$ cat src/rtl/ap_ctrl_sequencer.sv
// ap_ctrl_chain sequencer: issues N kernel invocations with bounded overlap.
// Define AP_CTRL_SEQ_LATENCY_STATS_EN to build per-invocation latency stats.
module ap_ctrl_sequencer #(
    parameter int CNT_W           = 16,
    parameter int MAX_OUTSTANDING = 2,
    parameter int LAT_W           = 32
) (
    input  logic             clock,
    input  logic             reset,
    input  logic [CNT_W-1:0] cfg_count,
    input  logic             cmd_start,
    input  logic             cmd_abort,
    input  logic             sink_ready,
    output logic             k_ap_start,
    input  logic             k_ap_ready,
    input  logic             k_ap_done,
    output logic             k_ap_continue,
    output logic             busy,
    output logic             done,
    output logic             aborted,
    output logic             err,
    output logic [CNT_W-1:0] issued_cnt,
    output logic [CNT_W-1:0] completed_cnt,
    output logic [LAT_W-1:0] total_cycles,
    output logic [LAT_W-1:0] last_latency,
    output logic [LAT_W-1:0] max_latency
);

    typedef enum logic [1:0] {
        S_IDLE,
        S_RUN,
        S_DRAIN,
        S_DONE
    } state_e;

    localparam logic [CNT_W-1:0] MAX_OUT = CNT_W'(MAX_OUTSTANDING);

    state_e           state_q, state_d;
    logic [CNT_W-1:0] target_q, target_d;
    logic [CNT_W-1:0] issued_q, issued_d;
    logic [CNT_W-1:0] completed_q, completed_d;
    logic [LAT_W-1:0] cycles_q, cycles_d;
    logic             aborted_q, aborted_d;
    logic             err_q, err_d;

    logic [CNT_W-1:0] outstanding;
    logic             active;
    logic             launch;
    logic             issue_ev;
    logic             cmpl_ev;
    logic             cmpl_ok;

    assign outstanding = issued_q - completed_q;
    assign active      = (state_q == S_RUN) || (state_q == S_DRAIN);
    assign launch      = cmd_start && ((state_q == S_IDLE) || (state_q == S_DONE));
    assign issue_ev    = k_ap_start && k_ap_ready;
    assign cmpl_ev     = k_ap_done && k_ap_continue;
    assign cmpl_ok     = cmpl_ev && (outstanding != '0);

    always_ff @(posedge clock or negedge reset) begin
        if (!reset) begin
            state_q     <= S_IDLE;
            target_q    <= '0;
            issued_q    <= '0;
            completed_q <= '0;
            cycles_q    <= '0;
            aborted_q   <= 1'b0;
            err_q       <= 1'b0;
        end else begin
            state_q     <= state_d;
            target_q    <= target_d;
            issued_q    <= issued_d;
            completed_q <= completed_d;
            cycles_q    <= cycles_d;
            aborted_q   <= aborted_d;
            err_q       <= err_d;
        end
    end

    always_comb begin
        state_d     = state_q;
        target_d    = target_q;
        issued_d    = issued_q;
        completed_d = completed_q;
        cycles_d    = cycles_q;
        aborted_d   = aborted_q;
        err_d       = err_q;
        if (launch) begin
            target_d    = cfg_count;
            issued_d    = '0;
            completed_d = '0;
            cycles_d    = '0;
            aborted_d   = 1'b0;
            err_d       = 1'b0;
            state_d     = S_RUN;
        end else if (active) begin
            if (cycles_q != '1) cycles_d = cycles_q + LAT_W'(1);
            if (issue_ev) issued_d = issued_q + CNT_W'(1);
            if (cmpl_ok) completed_d = completed_q + CNT_W'(1);
            if (cmpl_ev && !cmpl_ok) err_d = 1'b1;
            case (state_q)
                S_RUN: begin
                    if (cmd_abort) begin
                        target_d  = issued_d;
                        aborted_d = 1'b1;
                    end
                    // nothing left in flight (empty or early-aborted run): skip DRAIN
                    if (issued_d == target_d)
                        state_d = (completed_d == issued_d) ? S_DONE : S_DRAIN;
                end
                S_DRAIN: begin
                    if (completed_d == issued_d) state_d = S_DONE;
                end
                default: ;
            endcase
        end
    end

    always_comb begin
        k_ap_start    = (state_q == S_RUN) && (issued_q < target_q)
                        && (outstanding < MAX_OUT);
        k_ap_continue = sink_ready && active;
        busy          = active;
        done          = (state_q == S_DONE);
        aborted       = aborted_q;
        err           = err_q;
        issued_cnt    = issued_q;
        completed_cnt = completed_q;
        total_cycles  = cycles_q;
    end

`ifdef AP_CTRL_SEQ_LATENCY_STATS_EN
    localparam int PW = (MAX_OUTSTANDING > 1) ? $clog2(MAX_OUTSTANDING) : 1;
    localparam logic [PW-1:0] PTR_LAST = PW'(MAX_OUTSTANDING - 1);

    logic [LAT_W-1:0] ts_q [MAX_OUTSTANDING];
    logic [PW-1:0]    wr_q, rd_q;
    logic [LAT_W-1:0] last_q, max_q;
    logic [LAT_W-1:0] lat;

    // the outstanding limit bounds occupancy, so no full/empty flags are needed
    assign lat = cycles_q - ts_q[rd_q];

    always_ff @(posedge clock or negedge reset) begin
        if (!reset) begin
            for (int i = 0; i < MAX_OUTSTANDING; i++) ts_q[i] <= '0;
            wr_q   <= '0;
            rd_q   <= '0;
            last_q <= '0;
            max_q  <= '0;
        end else if (launch) begin
            wr_q   <= '0;
            rd_q   <= '0;
            last_q <= '0;
            max_q  <= '0;
        end else begin
            if (issue_ev) begin
                ts_q[wr_q] <= cycles_q;
                wr_q       <= (wr_q == PTR_LAST) ? '0 : wr_q + PW'(1);
            end
            if (cmpl_ok) begin
                rd_q   <= (rd_q == PTR_LAST) ? '0 : rd_q + PW'(1);
                last_q <= lat;
                if (lat > max_q) max_q <= lat;
            end
        end
    end

    assign last_latency = last_q;
    assign max_latency  = max_q;
`else
    assign last_latency = '0;
    assign max_latency  = '0;
`endif

endmodule

$ cat config.mk
export PLATFORM = sky130hd
export DESIGN_NAME = ap_ctrl_sequencer
export DESIGN_NICKNAME = d
export VERILOG_FILES = /design/src/rtl/ap_ctrl_sequencer.sv
export SDC_FILE = /design/constraint.sdc
export NUM_CORES = 1
export LEC_CHECK = 0
export ABC_AREA = 1
export CAP_MARGIN = 20
export CORE_MARGIN = 2
export CORE_UTILIZATION = 53
export DETAILED_ROUTE_END_ITERATION = 8
export PLACE_DENSITY_LB_ADDON = 0.25
export RECOVER_POWER = 25
export SLEW_MARGIN = 20
export SYNTH_ARGS = -nofsm -noshare
export SYNTH_HDL_FRONTEND = slang
export SYNTH_SLANG_ARGS = --single-unit
$ cat constraint.sdc
create_clock -name clock -period 4.6 [get_ports clock]
set_clock_uncertainty 0.15 [all_clocks]
set_input_delay 0.92 -clock clock [delete_from_list [all_inputs] [get_ports clock]]
set_output_delay 0.92 -clock clock [all_outputs]
set_load 0.005 [all_outputs]
# == Word level (Yosys, flattened, before mapping) ==
# Cells that the tools add are included.
# op_classes
magnitude_cmp,2
reduce_logical,24
n_eq_ne,8
addsub,4
n_mux,33
# op_table
operator,n
$mux W16,17
$mux W32,3
$add A16 B1 Y16 const B,2
$add A32 B1 Y32 const B,1
$eq A16 B16 Y1,2
$ne A32 B32 Y1 const B,1
$lt A16 B16 Y1,1
$lt A16 B2 Y1 const B,1
$reduce_bool A16 Y1,1
$sub A16 B16 Y16,1
$reduce_bool A2 Y1,5
$logic_and A1 B1 Y1,8
$mux W1,8
$mux W2,4
$ne A3 B2 Y1 const B,2
$reduce_and A2 Y1,3
$eq A2 B2 Y1 const B,2
$pmux W2 S2,1
$reduce_and A4 Y1,1
$reduce_and A3 Y1,1
$reduce_bool A3 Y1,1
$eq A2 B1 Y1 const B,1
$logic_not A2 Y1,1
$logic_or A1 B1 Y1,2
$logic_not A1 Y1,1
# word_totals
register_bits,84
word_cells,78
inputBits,23
output_inout_bits,134

# == Depth between registers and ports, before layout ==
# logic_depth
word_depth,16
ltp_mapped,32
depth_no_buf,30

# == Least setup slack after synthesis ==
# OpenSTA, ideal clock, no wires.
# synth_timing
path_type,register -> register
startpoint,"register issued_q[0], in the netlist issued_cnt[0]"
endpoint,register state_q[1]
path_buffers,1
required_ns,4.333
stages_incl_launch_ff,29
setup_time_ns,0.117
t_arrival_ns,3.067
setup_slack_ns,1.266
period_less_slack_ns,3.334
path_cell_list,dfrtp_1 > inv_1 > ha_1 > fa_1 > inv_1 > nand2_1 > nand2_1 > nand3_2 > nand2_2 > nand2_1 > nand3_2 > nand2_1 > nor2_2 > nand2_2 > nor2_4 > nand4_4 > buf_8 > nand2_4 > nand2_2 > nand2_1 > nand2_1 > nor2_1 > nand2_1 > nor2_2 > nand2_2 > nand2_1 > nand3_1 > nand2_1 > nand2_1
# synth_via
elab_chain_len,14
elab_cells_between_ends,24
classes_between,add/sub: 2; order compare: 2; eq/ne: 4; mux: 10; reduce/logical: 6
# synth_lines
element,line_no,text
start: declaration,40,"logic [CNT_W-1:0] issued_q, issued_d;"
start signal: assignment,72,issued_q <= issued_d;
$sub A16 B16 Y16 or $lt A16 B16 Y1 (tied branches),"53, 120",
$lt A16 B2 Y1 or $logic_and A1 B1 Y1 (tied branches),"121, 120",
$logic_and A1 B1 Y1,121,&& (outstanding < MAX_OUT);
$logic_and A1 B1 Y1,56,assign issue_ev = k_ap_start && k_ap_ready;
$mux W16,98,if (issue_ev) issued_d = issued_q + CNT_W'(1);
$mux W16,96,end else if (active) begin
$mux W16,88,if (launch) begin
$mux W16,103,if (cmd_abort) begin
$mux W16,101,case (state_q)
$mux W16,96,
$mux W16,88,
$eq A16 B16 Y1,108,if (issued_d == target_d)
$ne A3 B2 Y1 (no line),-,
$reduce_and A4 Y1 (no line) *,-,
end signal: assignment,70,state_q <= state_d;
end: declaration,38,"state_e state_q, state_d;"
# Every way passes the cells marked *; elsewhere a longest branch is shown, timed or not. The select of a mux whose other input is x is not followed.
# A chain may end at the register's enable or synchronous reset.

# == Final worst setup path ==
# layout_timing
startpoint,"register issued_q[0], in the netlist issued_cnt[0]"
endpoint,output k_ap_start
# layout_via
elab_chain_len,3
elab_cells_between_ends,5
classes_between,add/sub: 1; order compare: 2; reduce/logical: 2
# layout_lines
element,line_no,text
$sub A16 B16 Y16 or $lt A16 B16 Y1 (tied branches),"53, 120",
$lt A16 B2 Y1 or $logic_and A1 B1 Y1 (tied branches),"121, 120",
$logic_and A1 B1 Y1 *,121,
end: declaration,14,"output logic k_ap_start,"
# Every way passes the cells marked *; elsewhere a longest branch is shown, timed or not.

==> impl_metrics.csv <==
group,metric,value,unit
clock_network,cts_sinks,84,
clock_network,worstSkewPairLatency,0.35,ns
cells_and_area,nNetsFinal,1322,
power,pwr_density_cell,466,mW/mm^2
yosys,synth_top_cell_area_share,27.2,%
floorplan,fp.dieH,125,um
sta,fin_ws,0.247,ns
sta,slew_violations,65,
power,vdd_drop_max,0.280,mV
cells_and_area,multi_input_area,0.00463,mm^2
drt,drt-pass1-iter-count,5,
yosys,postSynthAreaPerCell,6.64,um^2
place,io_buffers,92,
worst_hold_path,holdCritPathClass,"register to register",
global_route,grt_pass1_wl,36.8,mm
sta,relSlewSlack,-6.94,%
sta,period_minus_slack,4.35,ns
sta,worst_pin_slew,1.60,ns
worst_setup_path,reg2reg_slack,0.61,ns
sta,fmax,230,MHz
yosys,yosysSeqAreaShare,27.2,%
yosys,ys.flop_type,"dfrtp_1",
floorplan,die_area,0.0156,mm^2
drt,viasPerCell,5.44,
outcome,violations,"max-capacitance violations, max-slew violations",
worst_setup_path,required,3.53,ns
yosys,async_flop_share,100,%
floorplan,std_cell_rows,44,
clock_network,cts_made_buffers,9,
clock_network,cts_tree,"yes",
cells_and_area,final_common_cell,"nand2_1",
clock_network,clkTransAtPathRegs,0.07,ns
clock_network,clock-root-buffer,"clkbuf_16",
drt,first_iter_violations,698,
place,pre_cts_slack,0.514,ns
worst_setup_path,cp_max_fo,5,
sta,post-route-period-util,94.6,%
clock_network,cts_resized,0,
outcome,outcome,"complete, but fails checks",
worst_setup_path,start_kind,"register",
yosys,syn-cell-area,0.00773,mm^2
flow_run,drv_cap,1,
drt,vias,7889,
drt,antenna_left,0,
clock_network,post_cts_buffers,0,
global_route,grt-ovfl-total,0,
global_route,grt_usage,28.9,%
clock_network,clockBufferDepth,2,
place,dp_hpwl,17.0,mm
sta,setup_tns,0,ns
floorplan,initial_utilization,53.8,%
drt,drt-total-wl,22.2,mm
place,place_congestion,0.959,
cells_and_area,syn_to_final_growth,16.7,%
cells_and_area,seq_area,0.00210,mm^2
cells_and_area,fillers,1364,
floorplan,num_io_pins,157,
cells_and_area,drive_gt1_share,7.27,%
cells_and_area,layout_common_cells,"nand2_1, inv_1, nand3_1, nor2_1, clkdlybuf4s50_1",
drt,drc,0,
clock_network,cts_hold_buf,0,
power,power.total,0.00420,W
yosys,synth.largest_area_cell,"dfrtp_1",
yosys,yosys-top-cells-area,"dfrtp_1, nand2_1, inv_1",
yosys,synth.distinct_cells,42,
worst_setup_path,cp.arrival,3.28,ns
yosys,synth_edf_count,0,
global_route,antenna_found_initial,0,
sta,grt_setup_unrepaired,"false",
yosys,synth_cells,1165,
clock_network,htreeDepth,3,
global_route,grt_pass1_vias,7451,
floorplan,die_w,125,um
global_route,grt_max_degree,65,
worst_setup_path,crit_type,"register to output pin",
worst_setup_path,cp-end-kind,"output pin",
yosys,synth_warnings,0,
yosys,synth_seq_cells,84,
sta,hold_violations,0,
cells_and_area,n_antenna_cell,0,
drt,post_drt_wl_per_cell,15.3,um
power,p_leak,4.49,nW
floorplan,core_area,0.0144,mm^2
sta,report.final.setup_viol,0,
## metal layers
metal	vias to the layer above	track usage (%)	part of all wire (%)
met1	3619	37.2	42
met4	0	14.1	4.3
li1	3873	-	-
met2	329	47.0	46
met3	68	5.33	7.3
met5	-	0	0
## metrics by stage
step           std cells  hold WS (ns)  cell area, um^2  utilization, %
3_3_place_gp        1434         0.340             8660            60.2
2_1_floorplan       1228         0.337             7970               -
4_1_cts             1450         0.355             9010            62.7
5_1_grt             1450         0.379             9020            62.8
3_5_place_dp        1434         0.336             8660            60.2
6_report            1450         0.354             9020            62.8
## synthesized netlist by cell type, types with 7 or more instances
cell type and number:
a31oi_1 7, nor4_1 9, buf_4 65, a21oi_1 40, nor2_1 97, nand3_1 99
nand2_2 17, nand2_4 11, o21ai_0 40, nand2_1 300, inv_1 156, dfrtp_1 84
nor2_2 7, o22ai_1 15, nand4_1 43, nor3_1 25, inv_2 9, clkbuf_1 18
ha_1 37, o221ai_1 15, xor2_1 33
## kinds of logic after synthesis
| kind of cell | after synthesis | share of synthesized area, % |
|---|---|---|
| AND/OR/NAND/NOR | 620 | 36.6 |
| buffers and inverters | 258 | 16.1 |
| AO/OA/AOI/OAI | 128 | 9.80 |
| flip-flops | 84 | 27.2 |
| adder cells (fa/ha/maj) | 38 | 6.24 |
| XOR/XNOR | 36 | 4.08 |
| other | 1 | 0.0485 |
## flip-flops by register name, indices dropped and copies added (netlist names)
register and flops:
total_cycles 32, state_q 2, issued_cnt 16, target_q 16, err 1, completed_cnt 16, aborted 1
## worst max-delay path: stages, from the launching register on
cell	delay (ns)
dfrtp_1	0.42
inv_2	0.08
ha_1	0.23
fa_1	0.41
inv_1	0.11
nand3_1	0.09
nand3_2	0.10
inv_1	0.06
nand2_1	0.05
o21ai_0	0.07
a211oi_1	0.21
nor3b_2	0.20
o2111ai_1	0.13
nor2_1	0.10
and3_1	0.16
clkdlybuf4s50_1	0.50
## worst paths after layout
kind | from | to | cells past startpoint
min in group asynchronous | reset | total_cycles[16] | 1
max in group asynchronous | reset | completed_cnt[4] | 2
worst min register to register | err | err | 1
worst max-delay path | issued_cnt[0] | k_ap_start | 15
worst min-delay path | err | err | 1
worst max register to register | issued_cnt[0] | state_q[0] | 25
## final cells by class
cell class	instances	share of cell area, %
multi-input combinational	886	51.4
timing repair buffer	112	11.8
clock inverter	5	1.18
clock buffer	11	2.80
inverter	168	6.99
tap	184	2.55
sequential	84	23.3
## power breakdown
group          total, W  leakage [nW]  internal [W]  switching [W]
sequential      0.00104          1.13      0.000891       0.000146
clock          0.000879         0.172      0.000562       0.000317
combinational   0.00229          3.19      0.000812        0.00147
(Power assumes the default switching activity.)
